$ cat src/rtl/pipe_ctrl.sv
// Stall/flush/redirect controller for the 5-stage core, including trap-entry sequencing.
// Optional performance counters are built when PIPE_CTRL_PERF_EN is defined.
module pipe_ctrl #(
  parameter logic [31:0] RESET_ADDR  = 32'h0000_0000,
  parameter int          BUS_TIMEOUT = 255,
  parameter int          CNT_W       = 32
) (
  input  logic             clk,
  input  logic             rst_n,
  input  logic             ifu_wait_i,
  input  logic             ld_use_i,
  input  logic             ex_busy_i,
  input  logic             lsu_wait_i,
  input  logic             jump_req_i,
  input  logic [31:0]      jump_addr_i,
  input  logic             trap_req_i,
  input  logic [31:0]      trap_vec_i,
  output logic [4:0]       stall_o,
  output logic [4:0]       flush_o,
  output logic             redirect_o,
  output logic [31:0]      redirect_addr_o,
  output logic             trap_ack_o,
  output logic             bus_timeout_o,
  output logic [CNT_W-1:0] stall_cyc_o,
  output logic [CNT_W-1:0] redirect_cnt_o
);

  typedef enum logic [1:0] {RUN, DRAIN, TRAP} state_t;

  localparam logic [15:0] TMO_LAST = 16'(BUS_TIMEOUT - 1);

  state_t      state, state_next;
  logic [15:0] cnt, cnt_next;
  logic [31:0] vec, vec_next;

  logic [4:0]  stall, flush;
  logic        redirect, trap_ack, bus_timeout;
  logic [31:0] redirect_addr;
  logic        busy;

  assign busy = lsu_wait_i | ex_busy_i;

  always_ff @(posedge clk or negedge rst_n) begin
    if (!rst_n) begin
      state <= RUN;
      cnt   <= '0;
      vec   <= '0;
    end else begin
      state <= state_next;
      cnt   <= cnt_next;
      vec   <= vec_next;
    end
  end

  always_comb begin
    state_next    = state;
    cnt_next      = cnt;
    vec_next      = vec;
    stall         = 5'b00000;
    flush         = 5'b00000;
    redirect      = 1'b0;
    redirect_addr = jump_addr_i;
    trap_ack      = 1'b0;
    bus_timeout   = 1'b0;
    case (state)
      RUN: begin
        // A pending trap suppresses jumps and front-end hazards but not the back-end stalls.
        if (lsu_wait_i) begin
          stall = 5'b11111;
        end else if (ex_busy_i) begin
          stall = 5'b00111;
          flush = 5'b01000;
        end else if (!trap_req_i) begin
          if (jump_req_i) begin
            flush    = 5'b00110;
            redirect = 1'b1;
          end else if (ld_use_i) begin
            stall = 5'b00011;
            flush = 5'b00100;
          end else if (ifu_wait_i) begin
            stall = 5'b00001;
            flush = 5'b00010;
          end
        end
        if (trap_req_i) begin
          state_next = DRAIN;
          vec_next   = trap_vec_i;
          cnt_next   = '0;
        end
      end
      DRAIN: begin
        stall    = lsu_wait_i ? 5'b11111 : (ex_busy_i ? 5'b00111 : 5'b00001);
        flush    = busy ? 5'b00000 : 5'b00010;
        cnt_next = cnt + 16'd1;
        if (!busy) begin
          state_next = TRAP;
        end else if (cnt == TMO_LAST) begin
          bus_timeout = 1'b1;
          state_next  = TRAP;
        end
      end
      TRAP: begin
        flush         = 5'b01110;
        redirect      = 1'b1;
        redirect_addr = vec;
        trap_ack      = 1'b1;
        cnt_next      = '0;
        state_next    = RUN;
      end
      default: state_next = RUN;
    endcase
  end

  // Outputs are forced to their idle values for as long as reset is held.
  assign stall_o         = rst_n ? stall       : 5'b00000;
  assign flush_o         = rst_n ? flush       : 5'b00000;
  assign redirect_o      = rst_n ? redirect    : 1'b0;
  assign redirect_addr_o = rst_n ? redirect_addr : RESET_ADDR;
  assign trap_ack_o      = rst_n ? trap_ack    : 1'b0;
  assign bus_timeout_o   = rst_n ? bus_timeout : 1'b0;

`ifdef PIPE_CTRL_PERF_EN
  logic [CNT_W-1:0] stall_cyc, redirect_cnt;

  always_ff @(posedge clk or negedge rst_n) begin
    if (!rst_n) begin
      stall_cyc    <= '0;
      redirect_cnt <= '0;
    end else begin
      if (stall_o[0]) stall_cyc <= stall_cyc + CNT_W'(1);
      if (redirect_o) redirect_cnt <= redirect_cnt + CNT_W'(1);
    end
  end

  assign stall_cyc_o    = stall_cyc;
  assign redirect_cnt_o = redirect_cnt;
`else
  assign stall_cyc_o    = '0;
  assign redirect_cnt_o = '0;
`endif

endmodule

$ cat config.mk
export PLATFORM = sky130hd
export DESIGN_NAME = pipe_ctrl
export DESIGN_NICKNAME = d
export VERILOG_FILES = /design/src/rtl/pipe_ctrl.sv
export SDC_FILE = /design/constraint.sdc
export NUM_CORES = 1
export LEC_CHECK = 0
export ABC_AREA = 1
export BUFFER_PORTS_ARGS = -buffer_cell sky130_fd_sc_hd__buf_2
export CAP_MARGIN = 20
export CORE_MARGIN = 5
export CORE_UTILIZATION = 31
export DETAILED_ROUTE_END_ITERATION = 8
export HOLD_SLACK_MARGIN = 0.05
export PLACE_DENSITY = 0.6
export SKIP_LAST_GASP = 1
export SLEW_MARGIN = 10
export SYNTH_ARGS = -nofsm -noshare
export SYNTH_HDL_FRONTEND = slang
export SYNTH_SLANG_ARGS = --single-unit
$ cat constraint.sdc
create_clock -name clk -period 2.2 [get_ports clk]
set_input_delay 0.22 -clock clk [delete_from_list [all_inputs] [get_ports clk]]
set_output_delay 0.22 -clock clk [all_outputs]
set_load 0.02 [all_outputs]
---- Yosys cells after proc, flatten, opt, wreduce, memory -nomap -nowiden ----
Index checks and enable logic that the tools add are counted.
word-level totals
  bits in registers ....................... 50
  input bits .............................. 72
  output and inout port bits .............. 109
  word-level logic and storage cells ...... 54
cells by class
  add/sub/neg operators ................... 1
  equality and inequality tests ........... 5
  mux-type cells .......................... 39
  bitwise operators ....................... 1
  reductions and logical operators ........ 5
operator list
  operator               count
  $mux 32                2
  $pmux 16 s3            1
  $mux 5                 4
  $add 16x1->16 const B  1
  $eq 16x8->1 const B    1
  $mux 16                1
  $mux 2                 8
  $mux 3                 5
  $mux 1                 12
  $pmux 4 s3             1
  $pmux 5 s2             1
  $mux 4                 2
  $reduce_and 2->1       3
  $pmux 2 s2             1
  $ne 3x3->1 const B     1
  $reduce_bool 3->1      1
  $eq 2x1->1 const B     1
  $eq 2x2->1 const B     1
  $logic_not 2->1        1
  $ne 2x2->1 const B     1
  $pmux 1 s2             1
  $or 1x1->1             1

---- Longest topological paths before layout ----
  depth after elaboration ................. 8
  depth in mapped cells ................... 8
  depth with buffers taken out ............ 8

---- Worst setup path after synthesis ----
Ideal clock, no wire load.
  kind .................................... reg-to-output
  start point ............................. register state[1]
  end point ............................... output bus_timeout_o
  arrival ................................. 1.308 ns
  required time ........................... 1.980 ns
  path slack .............................. 0.672 ns
  stages on the path, launching flop included .. 6
  buffers on the path ..................... 0
  cell sequence ........................... dfrtp_1 > nor2_1 > inv_1 > nor2_1 > nand2_1 > nor2_1
between the ends
  longest elaborated chain between the ends .. 3
RTL lines
  item                    line  source
  from (decl)             32    state_t state, state_next;
  from (signal assigned)  49    state <= state_next;
  $eq 2x1->1              65    case (state)
  $mux 1                  65
  $mux 1                  120   assign bus_timeout_o = rst_n ? bus_timeout : 1'b0;
  to (decl)               23    output logic bus_timeout_o,
Every way passes these cells.

---- Final worst setup path ----
  start point ............................. input rst_n
  end point ............................... output redirect_addr_o[22]
between the ends
  longest elaborated chain between the ends .. 1
RTL lines
  item         line  source
  from (decl)  9     input logic rst_n,
  $mux 32      118   assign redirect_addr_o = rst_n ? redirect_addr : RESET_ADDR;
  to (decl)    21    output logic [31:0] redirect_addr_o,
Every way passes these cells.

==> flow_metrics.env <==
export IMPL_outcome="finished clean"
export IMPL_yosys_area_top_type="dfrtp_1"
export IMPL_synth_top_area_share_pct=35.9
export IMPL_nets=621
export IMPL_synth_cell_area_um2=3490
export IMPL_hold_path_class="in -> reg"
export IMPL_synth_seq_cells=50
export IMPL_io_buffers=114
export IMPL_layout_setup_ws_ps=237
export IMPL_grt_first_pass_wirelength_mm=13.9
export IMPL_synth_area_leaders="dfrtp_1 (36%), buf_4 (15%), mux2_4 (12%)"
export IMPL_crit_fanout=84
export IMPL_die_h_um=116
export IMPL_grt_util_all_layers_pct=12.9
export IMPL_synth_cell_types=24
export IMPL_drive_gt1_share_pct=30.5
export IMPL_grt_setup_unrepaired="false"
export IMPL_peakVddDrop_mv=0.340
export IMPL_first_global_vias=2802
export IMPL_min_period_ps=1960
export IMPL_setup_viol=0
export IMPL_clkSinkCount=50
export IMPL_die_w_um=116
export IMPL_drc=0
export IMPL_htree_levels=2
export IMPL_hpwlAfterDp_mm=6.76
export IMPL_synth_area_per_cell_um2=8.02
export IMPL_crit_end="redirect_addr_o[22]"
export IMPL_path_class="in -> out"
export IMPL_power_density_nw_per_um2=925
export IMPL_firstDrtPassIters=5
export IMPL_cts_tree="built"
export IMPL_numCtsBuffers=5
export IMPL_hold_path_startpoint="trap_vec_i[3]"
export IMPL_drt_iter0_markers=116
export IMPL_start_util_pct=31.9
export IMPL_vias=3030
export IMPL_wire_per_inst_um=13.1
export IMPL_timing_fmax_mhz=509
export IMPL_reg2reg_depth=4
export IMPL_syn_inst=435
export IMPL_fin_tns_setup_ps=0
export IMPL_clock_path_buffers=2
export IMPL_hold_viol_final=0
export IMPL_startpoint="rst_n"
export IMPL_cts_root_buf="clkbuf_16"
export IMPL_antenna_found_initial=0
export IMPL_reg2reg_from="state[1]"
export IMPL_fin_crit_sh_pct=89.2
export IMPL_cp_required_ps=1980
export IMPL_worstPathArrival_ps=1740
export IMPL_fin_skew_ps=5.35
export IMPL_ys_seq_area_share_pct=35.9
export IMPL_clock_latency_ps=290
export IMPL_clkTransAtPathRegs_ps=70
export IMPL_pin_count=181
export IMPL_drv_cap=0
export IMPL_rows=38
export IMPL_layout_commonest_cell="buf_2"
export IMPL_start_kind="primary input"
export IMPL_final_cell_mix="buf_2 (114), nor2_1 (93), conb_1 (66)"
export IMPL_cellLeakagePower_nw=2.24
export IMPL_drtAntennaViolNets=0
export IMPL_dieArea_um2=13500
export IMPL_core_um2=10900
export IMPL_via_per_inst=4.40
export IMPL_area_growth_pct=18.9
export IMPL_totalWireLength_mm=9.02
export IMPL_drv_slew=0
export IMPL_rrSetupSlack_ps=650
export IMPL_r2r_end="vec[22]"
export IMPL_grt_max_degree=85
export IMPL_yosys_warnings=0
export IMPL_num_antenna_cells=0
export IMPL_dp_slack_ps=564
export IMPL_gp_congestion=0.852
export IMPL_cts_setup_buffers=0
export IMPL_grt_overflow_total=0
export IMPL_end_kind="output port"
metrics by stage:
stage	hold slack (ps)	power, W	utilization, %	instances	instance area [µm²]
floorplan	-75.6	0.00267	-	500	3730
detailed placement	314	0.00297	36.3	679	3970
finish	152	0.00384	37.9	688	4150
global route	139	0.00410	37.9	688	4150
CTS	141	0.00390	37.9	688	4150
global placement	305	0.00293	36.3	679	3970
how the worst min path moves through the flow:
stage,to,slack (ps),cells past startpoint
finish,vec[3],150,2
detailed placement,cnt[0],310,2
global placement,cnt[2],310,2
global route,vec[3],140,2
CTS,vec[3],140,2
floorplan,cnt[0],-80,0
worst max-delay path, cell delays in order:
cell           delay [ps]
dlygate4sd3_1         520
buf_2                 140
buf_12                310
o21ai_0               150
nor2_1                150
buf_2                 190
cells in the mapped netlist:
master	instances
nor2_1	93
nand2_1	61
a21oi_1	9
buf_6	4
conb_1	1
mux2_2	3
nand2_2	1
mux2_4	29
clkbuf_1	5
inv_1	23
dfrtp_1	50
buf_4	68
o21bai_1	2
a22oi_1	1
nor3_1	2
o21ai_0	46
nor2_2	2
nand3_1	19
nand4_1	5
buf_2	5
o21ai_2	1
inv_2	2
ha_1	2
a31oi_1	1
repair_timing:
item / in CTS / in global routing
endpoints found under the hold margin: 50 / 0
setup endpoints to repair: 0 / 0
hold buffers: 1 / 0
gates resized for setup: 0 / 0
kinds of logic (layout without fill, tap and decap cells):
family	after synthesis	in the layout	share of synthesized area, %
adder cells (fa/ha/maj)	2	2	0.717
AND/OR/NAND/NOR	183	183	21.0
other	1	66	0.108
AO/OA/AOI/OAI	60	60	8.97
buffers and inverters	107	155	19.9
flip-flops	50	50	35.9
multiplexers	32	32	13.5
area by class of cell:
| cell class | instances | area [µm²] |
|---|---|---|
| Clock buffer | 5 | 125 |
| Clock inverter | 3 | 45.0 |
| Fill cell | 1122 | 6790 |
| Inverter | 25 | 93.8 |
| Multi-Input combinational cell | 343 | 1790 |
| Sequential cell | 50 | 1250 |
| Tap cell | 140 | 175 |
| Timing Repair Buffer | 122 | 671 |
where the power goes:
group          leakage [nW]  internal [W]  switching [W]  total (W)
clock                0.0760      0.000537       0.000361   0.000898
combinational          1.55      0.000717       0.000771    0.00149
sequential            0.619       0.00126       0.000199    0.00145
registers in the layout, summed over array words and instances, names as in the netlist:
signal and count:
cnt 16, state 2, vec 32
routing by layer:
layer	part of all wire, %	track usage (%)	routed length [µm]	vias to the layer above
met1	41	16.2	3670	1397
met3	9.2	2.45	828	4
met5	0	0	0	-
met2	49	22.5	4440	140
met4	0.88	3.71	79	0
li1	-	-	-	1489
No activity file was read; power rests on OpenSTA's default activity.
